===== src/rtl/mux2_arbiter.sv =====
// Two-source valid/ready arbiter feeding a one-entry registered output that also drives the shared 2:1 mux select.
// Define MUX2_ARB_RR_EN for round-robin arbitration; when it is undefined, source A has fixed priority.
module mux2_arbiter #(
   parameter int unsigned WIDTH = 8
) (
   input  logic             clk,
   input  logic             rst_n,
   input  logic             a_valid,
   input  logic [WIDTH-1:0] a_data,
   output logic             a_ready,
   input  logic             b_valid,
   input  logic [WIDTH-1:0] b_data,
   output logic             b_ready,
   output logic             out_valid,
   output logic [WIDTH-1:0] out_data,
   input  logic             out_ready,
   output logic             sel
);

   typedef enum logic {
      EMPTY = 1'b0,
      FULL  = 1'b1
   } state_t;

   state_t state, state_nxt;
   logic   load;
   logic   grant_a, grant_b;
   logic   prio;

   // Readies are gated by rst_n so that neither source sees a transfer while reset is held.
   assign load    = rst_n && ((state == EMPTY) || out_ready);
   assign a_ready = grant_a;
   assign b_ready = grant_b;

   always_comb begin
      grant_a   = 1'b0;
      grant_b   = 1'b0;
      state_nxt = state;
      if (load) begin
         if (a_valid && (!b_valid || !prio))
            grant_a = 1'b1;
         else if (b_valid)
            grant_b = 1'b1;
      end
      if (grant_a || grant_b)
         state_nxt = FULL;
      else if ((state == FULL) && out_ready)
         state_nxt = EMPTY;
   end

   always_ff @(posedge clk or negedge rst_n) begin
      if (!rst_n)
         state <= EMPTY;
      else
         state <= state_nxt;
   end

   always_ff @(posedge clk or negedge rst_n) begin
      if (!rst_n) begin
         out_data <= '0;
         sel      <= 1'b0;
      end else if (grant_a || grant_b) begin
         out_data <= grant_b ? b_data : a_data;
         sel      <= grant_b;
      end
   end

`ifdef MUX2_ARB_RR_EN
   // The priority pointer moves to the source that lost this grant.
   always_ff @(posedge clk or negedge rst_n) begin
      if (!rst_n)
         prio <= 1'b0;
      else if (grant_a || grant_b)
         prio <= grant_a;
   end
`else
   assign prio = 1'b0;
`endif

   assign out_valid = (state == FULL);

endmodule


===== config.mk =====
export PLATFORM = sky130hd
export DESIGN_NAME = mux2_arbiter
export DESIGN_NICKNAME = d
export VERILOG_FILES = /design/src/rtl/mux2_arbiter.sv
export SDC_FILE = /design/constraint.sdc
export NUM_CORES = 1
export LEC_CHECK = 0
export CAP_MARGIN = 20
export CORE_ASPECT_RATIO = 1.1
export CORE_MARGIN = 4
export CORE_UTILIZATION = 35
export DETAILED_ROUTE_END_ITERATION = 10
export PLACE_DENSITY_LB_ADDON = 0.05
export SYNTH_ARGS = -nofsm -noshare
export SYNTH_HDL_FRONTEND = slang
export SYNTH_SLANG_ARGS = --single-unit

===== constraint.sdc =====
create_clock -name clk -period 1.7 [get_ports clk]
set_clock_uncertainty 0.1 [all_clocks]
set_input_delay 0.17 -clock clk [delete_from_list [all_inputs] [get_ports clk]]
set_output_delay 0.17 -clock clk [all_outputs]
set_load 0.05 [all_outputs]

# Word level (Yosys, flattened, before mapping)
# Cells that the tools add are included.
classes:
  addsub: 0
  n_mul: 0
  div_mod_pow: 0
  order_cmp: 0
  eq_ne: 0
  n_shift: 0
  muxes: 8
  n_bitwise: 1
  n_reduce_logical: 5
op_table:
  columns: ["op", "count"]
  rows:
  - ["8-bit 2-to-1 mux", 1]
  - ["1-bit 2-to-1 mux", 7]
  - ["1-bit logical AND", 2]
  - ["1-bit logical OR", 2]
  - ["2-bit nonzero test", 1]
  - ["1-bit NOT", 1]
word_totals:
  ff_bits: 10
  latch_bits: 0
  mem_bits_rw: 0
  mem_bits_ro: 0
  in_bits: 21
  output_inout_bits: 12
  wordCells: 17
  mem_count: 0

# Logic depth before layout (Yosys ltp)
# Gate-level depths: netlist (run 1).
logic_depth:
  depth_word: 6
  depth_mapped: 4
  mapped_depth_nobuf: 3

# Worst setup path after synthesis (run 1)
# OpenSTA, ideal clock, no wires.
synth_path:
  path_kind: "reg-to-output"
  start: "register state, in the netlist out_valid"
  end: "output b_ready"
  arrival_ps: 1487
  required_ps: 1430
  path_slack_ps: -57
  path_stages_with_launch: 4
  n_path_buf: 0
  path_cell_list: "dfrtp_1 nand2b_1 nand2_1 nor2_1"
synth_between:
  elab_chain_len: 4
synth_lines:
  columns: ["element", "line_no", "source"]
  rows:
  - ["start, declared", "25", "state_t state, state_nxt;"]
  - ["start signal, assigned", "55", "state <= state_nxt;"]
  - ["1-bit NOT", "31", "assign load = rst_n && ((state == EMPTY) || out_ready);"]
  - ["1-bit logical OR", "31", null]
  - ["1-bit logical AND", "31", null]
  - ["1-bit 2-to-1 mux", "39", "if (load) begin"]
  - ["end, declared", "13", "output logic b_ready,"]
# Every way passes these cells.

# Final worst setup path (run 1)
layout_path:
  start: "input a_valid"
  end: "output b_ready"
layout_between:
  elab_chain_len: 2
layout_lines:
  columns: ["element", "line_no", "source"]
  rows:
  - ["start, declared", "8", "input logic a_valid,"]
  - ["1-bit 2-to-1 mux", "40", "if (a_valid && (!b_valid || !prio))"]
  - ["1-bit 2-to-1 mux", "39", null]
# Every way passes these cells.

==> results.ini, run 1 <==
[outcome]
status = completed

[floorplanning]
die_w_um = 44.90
boundaryPins = 33
die_area_um2 = 2182
rows = 14
die_y_um = 48.59
core_um2 = 1384
start_util_pct = 37.88

[clock_tree]
cts_buffers = 3
cts_tree = done
clockBufferDepth = 2
cts_root_buf = clkbuf_4
cts_resized = 0
clock_latency_ns = 0.26
hold_buffers = 0
h-tree-depth = 1
post_cts_buffers = 0
clock_sinks = 10
clk_pin_slew_ns = 0.07

[critical_path]
reg2reg_depth = 4
slowest_delay_ns = 0.44
path_common_cell = buf_12
cp.required_ns = 1.43
worst-path-max-fanout = 9
cp.buffers_inverters = 3
worstSetupPathType = primary input to output port
crit_cells = 5
cp-start-kind = primary input
cpMaxStageDelayCell = clkdlybuf4s50_1
cpLargestDelayFamily = buffers and inverters
arrival_ns = 1.27
crit_chain = clkdlybuf4s50_1, nand2b_1, buf_12, nor2_2, buf_12
cp-end-kind = output port

[finish]
final_layout_size_suffix_gt1_share_pct = 53.75
regArea_um2 = 250.2
final_cells = 96
multi_input_area_um2 = 265.3
final_area_um2 = 967.2
final_util_pct = 69.89
diodes = 0
fin_nets = 102
filler_cell_count = 104
synthToLayoutAreaGrowth_pct = 84.49

[place]
hpwlAfterDp_um = 1075
port_buffers = 32
dp.cells = 92
place_area_um2 = 930.9
place.gp.congestion = 0.7287

[detailed_routing]
route.vias.total = 456
drt_pass1_iterations = 2
drcViolationCount = 0
drt_iter0_markers = 3
vias_per_cell = 4.750
wirelength_um = 1254
antenna_left = 0
wire_per_inst_um = 13.06

[yosys]
synth_seq_cells = 10
synthesis.nets = 57
synth_area_leaders = dfrtp_1, mux2_4, mux2_2
synthTopCellsByCount = dfrtp_1, mux2_2, mux2_4
synthCells = 36
synth.avg_cell_area_um2 = 14.56
syn-cell-area_um2 = 524.3
synth_most_common_cell = dfrtp_1
synth_edf_count = 0
synth.largest_area_cell = dfrtp_1
yosysSeqAreaShare_pct = 47.73
synth_top_area_share_pct = 47.73
yosysUniqueCellTypes = 10
async_flop_share_pct = 100.0
synth-main-ff-cell = dfrtp_1
synth_warnings = 0

[global_routing]
antenna_found_initial = 0
grt.total_usage_pct = 12.21
grt_start_max_net_pins = 10
grt_pass1_vias = 454
grt_first_pass_wirelength_um = 1945
gr-total-overflow = 0

[power_and_ir_drop]
powerDensity_nw_per_um2 = 989.5
vdd_drop_max_uv = 583.2
leakage_nw = 0.4598

[sta]
worst_pin_slew_ns = 0.1792
setup_viol = 0
hold_slack_ns = 0.1931
max_freq_ghz = 0.6502
post-route-period-util_pct = 90.47
period_needed_ns = 1.538
report.final.slew_viol_count = 0
max-slew-margin-rel_pct = 88.02
grt_setup_unrepaired = no
hold_violations = 0

[run]
drv_cap = 0

[hold_path]
hold_class = primary input to asynchronous set/reset pin

==> cell usage in the layout (no fill, tap or decap) <==
cell	instances
clkbuf_4	3
clkbuf_8	1
buf_4	18
nor2_2	1
o211ai_2	1
nand2_1	2
mux2_4	8
mux2_2	8
nand2b_1	2
dfrtp_1	10
a31oi_1	1
and3_1	1
clkdlybuf4s50_1	20
buf_12	3
nor2_1	1
==> metal layers <==
layer / up-vias / wire length, um / global-route usage (%)
met2: 28 / 627 / 20.10
met1: 206 / 446 / 13.89
li1: 218 / - / -
met5: - / 0 / 0
met4: 0 / 26 / 5.854
met3: 4 / 154 / 3.704
==> cells by family after synthesis <==
group	after synthesis	synth area share [%]
buffers and inverters	1	2.148
multiplexers	16	40.10
flip-flops	10	47.73
AO/OA/AOI/OAI	2	3.580
AND/OR/NAND/NOR	7	6.445
==> sequential cells by signal (all words and copies together), names as in the netlist <==
name and cells:
out_data 8, out_valid 1, sel 1
==> metrics by stage <==
step           TNS [ns]  total power [mW]  setup slack (ns)
2_1_floorplan         0            0.5719           0.09863
3_3_place_gp   -0.06073            0.7461          -0.01159
3_5_place_dp    -0.5386            0.7564          -0.07769
4_1_cts               0            0.9703            0.1531
5_1_grt               0            0.9970            0.1127
6_report              0            0.9570            0.1620
==> where the power goes <==
part,internal (mW),total [mW],switching (mW),leakage (nW)
logic,0.189,0.438,0.249,0.321
clock network,0.130,0.210,0.0805,0.0210
registers,0.284,0.309,0.0242,0.118
==> layout make-up <==
cell class	count	area share (%)
Clock buffer	4	3.752
Multi-Input combinational cell	25	27.43
Tap cell	16	2.070
Sequential cell	10	25.87
Timing Repair Buffer	41	40.88
==> worst register-to-register path, cell delays in order (launching register included) <==
cell and delay (ns):
dfrtp_1 0.38, nand2b_1 0.16, o211ai_2 0.13, buf_4 0.17
mux2_2 0.27
==> final timing paths <==
| path | startpoint | end | slack, ns |
|---|---|---|---|
| hold / removal | rst_n | out_data[1] | 0.19 |
| min in group clk | out_data[0] | out_data[0] | 0.41 |
| max in group asynchronous | rst_n | out_data[5] | 1.19 |
| hold reg to reg | out_data[0] | out_data[0] | 0.41 |
| setup reg to reg | out_valid | out_data[4] | 0.38 |
| setup / recovery | a_valid | b_ready | 0.16 |
No activity file was read; power rests on OpenSTA's default activity.
==> inputs of run 2 (changes only) <==
--- a/config.mk
+++ b/config.mk
@@ -10,6 +10,7 @@
 export CORE_MARGIN = 4
 export CORE_UTILIZATION = 35
 export DETAILED_ROUTE_END_ITERATION = 10
+export GPL_TIMING_DRIVEN = 0
 export PLACE_DENSITY_LB_ADDON = 0.05
 export SYNTH_ARGS = -nofsm -noshare
 export SYNTH_HDL_FRONTEND = slang
==> run 2 against run 1 <==
- global-route usage down 1.7 points
- largest cell class unchanged
- register-to-register slack worse by 0.04 ns
- first-iteration DRC count down 33%
==> results.ini, run 2 (synthesis results as in run 1) <==
[sta]
fin_tns_setup_ns = 0
grt_setup_unrepaired = no
worst_pin_slew_ns = 0.5056
period_needed_ns = 1.669
setup_ws_ns = 0.03067
setup_viol = 0
report.final.slew_viol_count = 0
max-slew-margin-rel_pct = 66.24
max_freq_ghz = 0.5990
hold_violations = 0
post-route-period-util_pct = 98.20

[clock_tree]
cts_root_buf = clkbuf_4
post_cts_buffers = 0
h-tree-depth = 1
clock_latency_ns = 0.25
clk_pin_slew_ns = 0.06
clock_sinks = 10
cts_buffers = 3
cts_tree = done
clockBufferDepth = 2

[floorplanning]
boundaryPins = 33
die_area_um2 = 2182
die_w_um = 44.90
die_y_um = 48.59
start_util_pct = 37.88
core_um2 = 1384
rows = 14

[power_and_ir_drop]
leakage_nw = 0.4668
power_frac_comb_pct = 47.9
power.internal_uw = 543.9
switching_share_pct = 37.74
power_switching_uw = 329.8
vdd_drop_max_uv = 447.8
powerDensity_nw_per_um2 = 964.5
seqPwrFrac_pct = 35.0
clock_power_share_pct = 17.1
power_uw = 873.7

[outcome]
status = completed

[detailed_routing]
drt_iter0_markers = 2
route.vias.total = 437
drt_pass1_iterations = 2
drcViolationCount = 0
wire_per_inst_um = 12.22
vias_per_cell = 4.966
wirelength_um = 1075
antenna_left = 0

[hold_path]
hold_class = primary input to flop

[finish]
final_util_pct = 65.46
fin_nets = 95
final_area_um2 = 905.9
final_layout_size_suffix_gt1_share_pct = 33.33
diodes = 0
mostFrequentLayoutCell = clkdlybuf4s50_1
synthToLayoutAreaGrowth_pct = 72.79
largest_register = out_data
largest_reg_flops = 8
final_cell_mix = clkdlybuf4s50_1, dfrtp_1, mux2_4, mux2_2, dlymetal6s2s_1

[global_routing]
grt.total_usage_pct = 10.50
grt_first_pass_wirelength_um = 1725
antenna_found_initial = 0
gr-total-overflow = 0
grt_start_max_net_pins = 11
grt_pass1_vias = 416

[critical_path]
cp-end-kind = output port
worstSetupPathType = flop to output port
crit_chain = clkdlybuf4s50_1
cpLargestDelayFamily = buffers and inverters
cpMaxStageDelayCell = clkdlybuf4s50_1
arrival_ns = 1.40
worst-path-max-fanout = 2
cp.buffers_inverters = 1
cp-start-kind = flop
slowest_delay_ns = 0.80
cp.required_ns = 1.43

[place]
place_area_um2 = 867.1
place.gp.congestion = 0.6876
port_buffers = 32
hpwlAfterDp_um = 846.3
place_ws_ns = -0.6880

[run]
drv_cap = 0

[run 2: changes by cell type in the layout (fill, tap and decap cells not counted)]
cell,previous run,this run
dlymetal6s2s_1,0,7
buf_6,0,1
dlygate4sd3_1,0,1
dlygate4sd2_1,0,1
clkbuf_8,1,0
clkdlybuf4s50_1,20,22
buf_12,3,0
buf_4,18,0
buf_2,0,2
[run 2: timing repair]
action | CTS | global route
resized for setup | 8 | 10
hold buffers | 1 | 0
endpoints found under the setup margin | 10 | 9
gates cloned | 0 | 0
endpoints found under the hold margin | 10 | 0
pin swaps | 0 | 0
[run 2: power groups by stage]
stage | clock network [mW] | logic (mW) | registers, mW
final | 0.149 | 0.419 | 0.306
after global placement | 0 | 0.424 | 0.311
after global routing | 0.169 | 0.435 | 0.312
after CTS | 0.158 | 0.428 | 0.308
after floorplan | 0 | 0.0959 | 0.476
after detailed placement | 0 | 0.427 | 0.312
[run 2: worst paths after layout]
path / slack, ns / endpoint / startpoint / depth (start not counted)
max: 0.03 / sel / sel / 1
min: 0.33 / sel / rst_n / 3
max reg2reg: 0.34 / out_data[6] / out_valid / 3
min reg2reg: 0.40 / out_data[3] / out_data[3] / 1
max in group asynchronous: 0.67 / out_data[5] / rst_n / 2
min in group asynchronous: 0.53 / sel / rst_n / 2
[run 2: through the flow]
stage,cells,hold slack (ns)
floorplan,36,-0.2256
global placement,84,0.3888
detailed placement,84,0.3930
CTS,88,0.3324
global route,88,0.3490
finish,88,0.3328
[run 2: routing by layer]
| layer | vias to the layer above | wire length [um] | track usage, % |
|---|---|---|---|
| li1 | 202 | - | - |
| met1 | 209 | 352 | 9.908 |
| met2 | 26 | 546 | 19.38 |
| met3 | 0 | 176 | 3.704 |
| met4 | 0 | 0 | 4.390 |
| met5 | - | 0 | 0 |
[run 2: worst reg2reg max path: cells and delay by family, from the launching register on]
family	cells	cell delay, ns
DFF	1	0.37
muxes	1	0.34
AOI/OAI and AO/OA	1	0.26
and+or+nand+nor	1	0.17
[run 2: final cells by class]
cell class              count  area (um2)
multi-input cells          25       265.3
flip-flops and latches     10       250.2
fillers                   110       478.0
clock buffers               3       22.52
well taps                  16       20.02
repair buffers             33       336.6
plain buffers               1       11.26
==> inputs of run 3 (changes only) <==
--- a/config.mk
+++ b/config.mk
@@ -12,6 +12,7 @@
 export DETAILED_ROUTE_END_ITERATION = 10
 export GPL_TIMING_DRIVEN = 0
 export PLACE_DENSITY_LB_ADDON = 0.05
+export SLEW_MARGIN = 5
 export SYNTH_ARGS = -nofsm -noshare
 export SYNTH_HDL_FRONTEND = slang
 export SYNTH_SLANG_ARGS = --single-unit
==> constraint.sdc (replaced) <==
create_clock -name clk -period 1.9 [get_ports clk]
set_clock_uncertainty 0.1 [all_clocks]
set_input_delay 0.19 -clock clk [delete_from_list [all_inputs] [get_ports clk]]
set_output_delay 0.19 -clock clk [all_outputs]
set_load 0.05 [all_outputs]
==> run 3 against run 2 <==
- setup slack improved by 0.034 ns
- largest cell class unchanged
- flip-flop and latch count unchanged
- register-to-register slack improved by 0.20 ns
- highest routed layer is now met4
==> results.ini, run 3 (synthesis results as in run 1) <==
[outcome]
status = completed

[critical_path]
cpMaxStageDelayCell = clkdlybuf4s15_1
cp.required_ns = 1.61
r2r_start = out_valid
slowest_delay_ns = 0.50
cpLargestDelayFamily = buffers and inverters
r2r-end = out_data[5]
rrSetupSlack_ns = 0.54
crit_chain = clkdlybuf4s50_1, nand2b_1, and3_1, clkdlybuf4s15_1
cp-start-kind = primary input
cp-end-kind = output port
worstSetupPathType = primary input to output port
worst-path-max-fanout = 5
cp.buffers_inverters = 2
arrival_ns = 1.55
reg2reg_depth = 3

[place]
place_ws_ns = -0.5286
hpwlAfterDp_um = 838.7
port_buffers = 32
place.gp.congestion = 0.7270
dp.cells = 84

[global_routing]
grt_busiest_layer = met2
grt_pass1_vias = 401
grt.total_usage_pct = 11.82
met1_usage_pct = 13.36
use_met2_pct = 18.18
antenna_found_initial = 0
grt_start_max_net_pins = 11
globalRouteMet3Util_pct = 3.333
gr-total-overflow = 0
grt_first_pass_wirelength_um = 1856

[clock_tree]
cts_root_buf = clkbuf_4
cts_tree = done
clock_latency_ns = 0.26
clock_sinks = 10
clk_pin_slew_ns = 0.07
post_cts_buffers = 0
cts_buffers = 3
h-tree-depth = 1
clockBufferDepth = 2

[floorplanning]
die_w_um = 44.90
boundaryPins = 33
start_util_pct = 37.88
rows = 14
die_area_um2 = 2182
core_um2 = 1384
die_y_um = 48.59

[finish]
filler_cell_count = 119
diodes = 0
final_layout_size_suffix_gt1_share_pct = 31.51
largest_reg_flops = 8
largest_register = out_data
synthToLayoutAreaGrowth_pct = 72.79
final_cell_mix = clkdlybuf4s50_1, dfrtp_1, mux2_4, mux2_2, clkbuf_4
regArea_um2 = 250.2
final_util_pct = 65.46
fin_nets = 95
multi_input_area_um2 = 262.8
final_cells = 89
mostFrequentLayoutCell = clkdlybuf4s50_1

[detailed_routing]
drt_iter0_markers = 0
antenna_left = 0
wirelength_um = 1126
wire_per_inst_um = 12.65
route.vias.total = 425
drt_pass1_iterations = 1
vias_per_cell = 4.775
drcViolationCount = 0

[hold_path]
hold_class = primary input to flop
hold_depth = 3
min_to = sel
worstHoldStart = rst_n

[power_and_ir_drop]
powerDensity_nw_per_um2 = 931.0
leakage_nw = 0.4062
vdd_drop_max_uv = 468.1
power_uw = 843.4

[sta]
report.final.slew_viol_count = 0
hold_violations = 0
worst_pin_slew_ns = 0.5034
setup_ws_ns = 0.06499
grt_setup_unrepaired = no
period_needed_ns = 1.835
max-slew-margin-rel_pct = 66.33
setup_viol = 0
max_freq_ghz = 0.5450
hold_slack_ns = 0.3068
post-route-period-util_pct = 96.58

[run]
drv_cap = 0

-- run 3: worst register-to-register path, cell delays in order (launching register included) --
cell      delay, ns
dfrtp_1        0.37
nand2b_1       0.17
o211ai_2       0.26
mux2_2         0.35
-- run 3: metrics by stage --
step,cell area (um2),TNS [ns]
floorplan,524.3,0
global placement,864.6,-2.131
detailed placement,864.6,-2.063
CTS,908.4,0
global route,905.9,0
finish,905.9,0
-- run 3: worst max path at each step --
stage / startpoint / endpoint / slack (ns) / depth (start not counted)
floorplan: out_valid / b_ready / 0.12 / 3
detailed placement: rst_n / a_ready / -0.53 / 3
CTS: a_valid / b_ready / 0.007 / 5
finish: out_ready / a_ready / 0.06 / 4
global route: out_ready / a_ready / 0.02 / 4
global placement: rst_n / a_ready / -0.54 / 3
-- run 3: metal layers --
metal	part of all wire [%]	vias up
li1	-	202
met1	40	198
met2	45	23
met3	14	2
met4	0.71	0
met5	0	-
-- run 3: repair_timing --
item | CTS | global route
setup endpoints to repair | 2 | 2
hold buffers | 1 | 0
gates cloned | 0 | 0
endpoints found under the hold margin | 10 | 0
gates resized for setup | 4 | 3
-- run 3: power by group --
| part | switching (mW) | internal [mW] | leakage (nW) |
|---|---|---|---|
| Combinational | 0.215 | 0.163 | 0.268 |
| Sequential | 0.0197 | 0.254 | 0.118 |
| Clock | 0.0746 | 0.116 | 0.0210 |
-- run 3: final cells by class --
class,count,share of cell area (%)
well taps,16,2.210
plain buffers,1,1.243
flip-flops and latches,10,27.62
multi-input cells,25,29.01
clock buffers,4,4.006
repair buffers,33,35.91
==> RTL change, RTL diff (settings of run 3) <==
The option `MUX2_ARB_RR_EN` is turned on by a define.
--- a/src/rtl/mux2_arbiter.sv
+++ b/src/rtl/mux2_arbiter.sv
@@ -1,4 +1,6 @@
 // Two-source valid/ready arbiter feeding a one-entry registered output that also drives the shared 2:1 mux select.
 // Define MUX2_ARB_RR_EN for round-robin arbitration; when it is undefined, source A has fixed priority.
+`define MUX2_ARB_RR_EN
+
 module mux2_arbiter #(
    parameter int unsigned WIDTH = 8
Formal check against the unedited RTL: not equivalent (a bounded check fails within 4 cycles, from zero or initial values and one cycle with rst_n low).
==> RTL change against run 3 <==
Power up 8.1%. Count of clock-buffer cells in the layout unchanged. Sequential cell count up 1. Cell count up 18%. Synthesized cell count up 42%. Critical endpoint unchanged. Synthesized area up 13%. Cell area up 6.6%. Via count up 33%. Routed wire length up 43%. Setup slack better by 9.1 ps.
==> RTL change: results (changes against run 3) <==
metric,value,unit,change
status,finished clean,,
drt pass-1 iters,4,,+3
dpl hpwl,1115,um,+33%
relative slew slack,66.22,%,-0.11 points
synthesized area per cell,11.58,sq um,-20%
post-synthesis mux area share,0,%,-40 points
nets,110,,+16%
total track usage,14.42,%,+2.6 points
Post-DP Area,932.1,sq um,+7.8%
largest net degree at the start of global routing,12,,+1
top post-synthesis cells by count,"dfrtp_1 (11), nand2_1 (10), a221o_1 (8), nor4b_1 (7)",,
GP Congestion,0.6651,,-8.5%
vias in the first global route,544,,+36%
post-synthesis adder-cell area fraction,0,%,unchanged
Peak VDD IR,471.2,uV,+0.66%
post-synthesis sequential area ratio,46.61,%,-1.1 points
CP max FO,9,,+4
share of layout cells above drive strength 1,17.05,%,-14 points
P_leak,0.4028,nW,-0.85%
Post-Place Cells,100,,+19%
number of I/O port buffers,32,,unchanged
first-pass GRT wire length,2539,um,+37%
total number of vias,566,,+33%
violation count after the first detailed-routing iteration,8,,+8
max reg flops,8,,unchanged
mean routed wirelength per cell,15.37,um,+21%
unique cell type count in the Yosys netlist,17,,+7
Post-Layout Cell Count,105,,+18%
fraction of the mapped netlist area in compound gates,18.64,%,+15 points
Synth area leaders,"dfrtp_1 (47%), a221o_1 (14%), nor4b_1 (10%)",,
switch share,40.47,%,+3.8 points
-- RTL change: cell types whose count changed after synthesis, sizes merged, moves of 2 or more --
cell          run 3  this run
nor4b             0         8
nor2              2         0
nand2             2        10
mux2             16         0
buf               1         4
a221o             0         8
-- RTL change: worst max-delay path, stage by stage --
cell	delay, ps
clkdlybuf4s50_1	470
nand2b_4	150
and4_4	220
buf_6	130
clkdlybuf4s15_2	370
-- RTL change: kinds of logic (layout without fill, tap and decap cells) --
family                 after synthesis  after routing
AO/OA/AOI/OAI                       11             11
flip-flops                          11             11
AND/OR/NAND/NOR                     24             24
buffers and inverters                5             42
-- RTL change: repair_timing --
action / 4_1_cts / 5_1_grt
hold endpoints to repair: 11 / 0
hold buffers: 1 / 0
endpoints found under the setup margin: 2 / 1
resized for setup: 9 / 2
-- RTL change: layout make-up --
cell class,count,area (sq um)
buffer,5,36.28
clock buffer,4,26.28
fill,158,610.6
multi-input combinational,35,279.0
sequential,11,275.3
tap,17,21.27
timing repair buffer,33,327.8
-- RTL change: power groups by stage --
stage               registers (W)  clock network [W]  logic [W]
CTS                      0.000315           0.000166   0.000438
global route             0.000321           0.000184   0.000456
global placement         0.000317                  0   0.000432
detailed placement       0.000317                  0   0.000437
finish                   0.000315           0.000163   0.000434
floorplan                0.000471                  0   0.000115
-- RTL change: worst paths after layout --
| path | startpoint | endpoint | slack, ps | cells after the start |
|---|---|---|---|---|
| setup / recovery | out_ready | a_ready | 70 | 5 |
| hold reg to reg | sel | sel | 400 | 1 |
| setup reg to reg | out_valid | out_data[4] | 490 | 4 |
| max in group asynchronous | rst_n | out_data[4] | 870 | 2 |
| hold / removal | rst_n | out_valid | 390 | 3 |
| min in group asynchronous | rst_n | sel | 490 | 2 |
-- RTL change: through the flow --
| step | setup TNS, ps | util [%] | worst slack, ps | hold WS [ps] |
|---|---|---|---|---|
| global placement | -3383 | 59.13 | -920.5 | 360.4 |
| floorplan | 0 | - | 212.3 | -205.6 |
| CTS | -7.608 | 61.67 | -7.608 | 381.5 |
| global route | 0 | 61.27 | 2.873 | 408.0 |
| detailed placement | -3383 | 59.13 | -926.8 | 364.4 |
| finish | 0 | 61.27 | 74.07 | 388.6 |
-- RTL change: per-layer routing --
| layer | track usage (%) | share of wire [%] | up-vias |
|---|---|---|---|
| li1 | - | - | 275 |
| met1 | 19.21 | 43 | 265 |
| met2 | 23.30 | 49 | 26 |
| met3 | 3.521 | 7.7 | 0 |
| met4 | 2.765 | 0 | 0 |
| met5 | 0 | 0 | - |
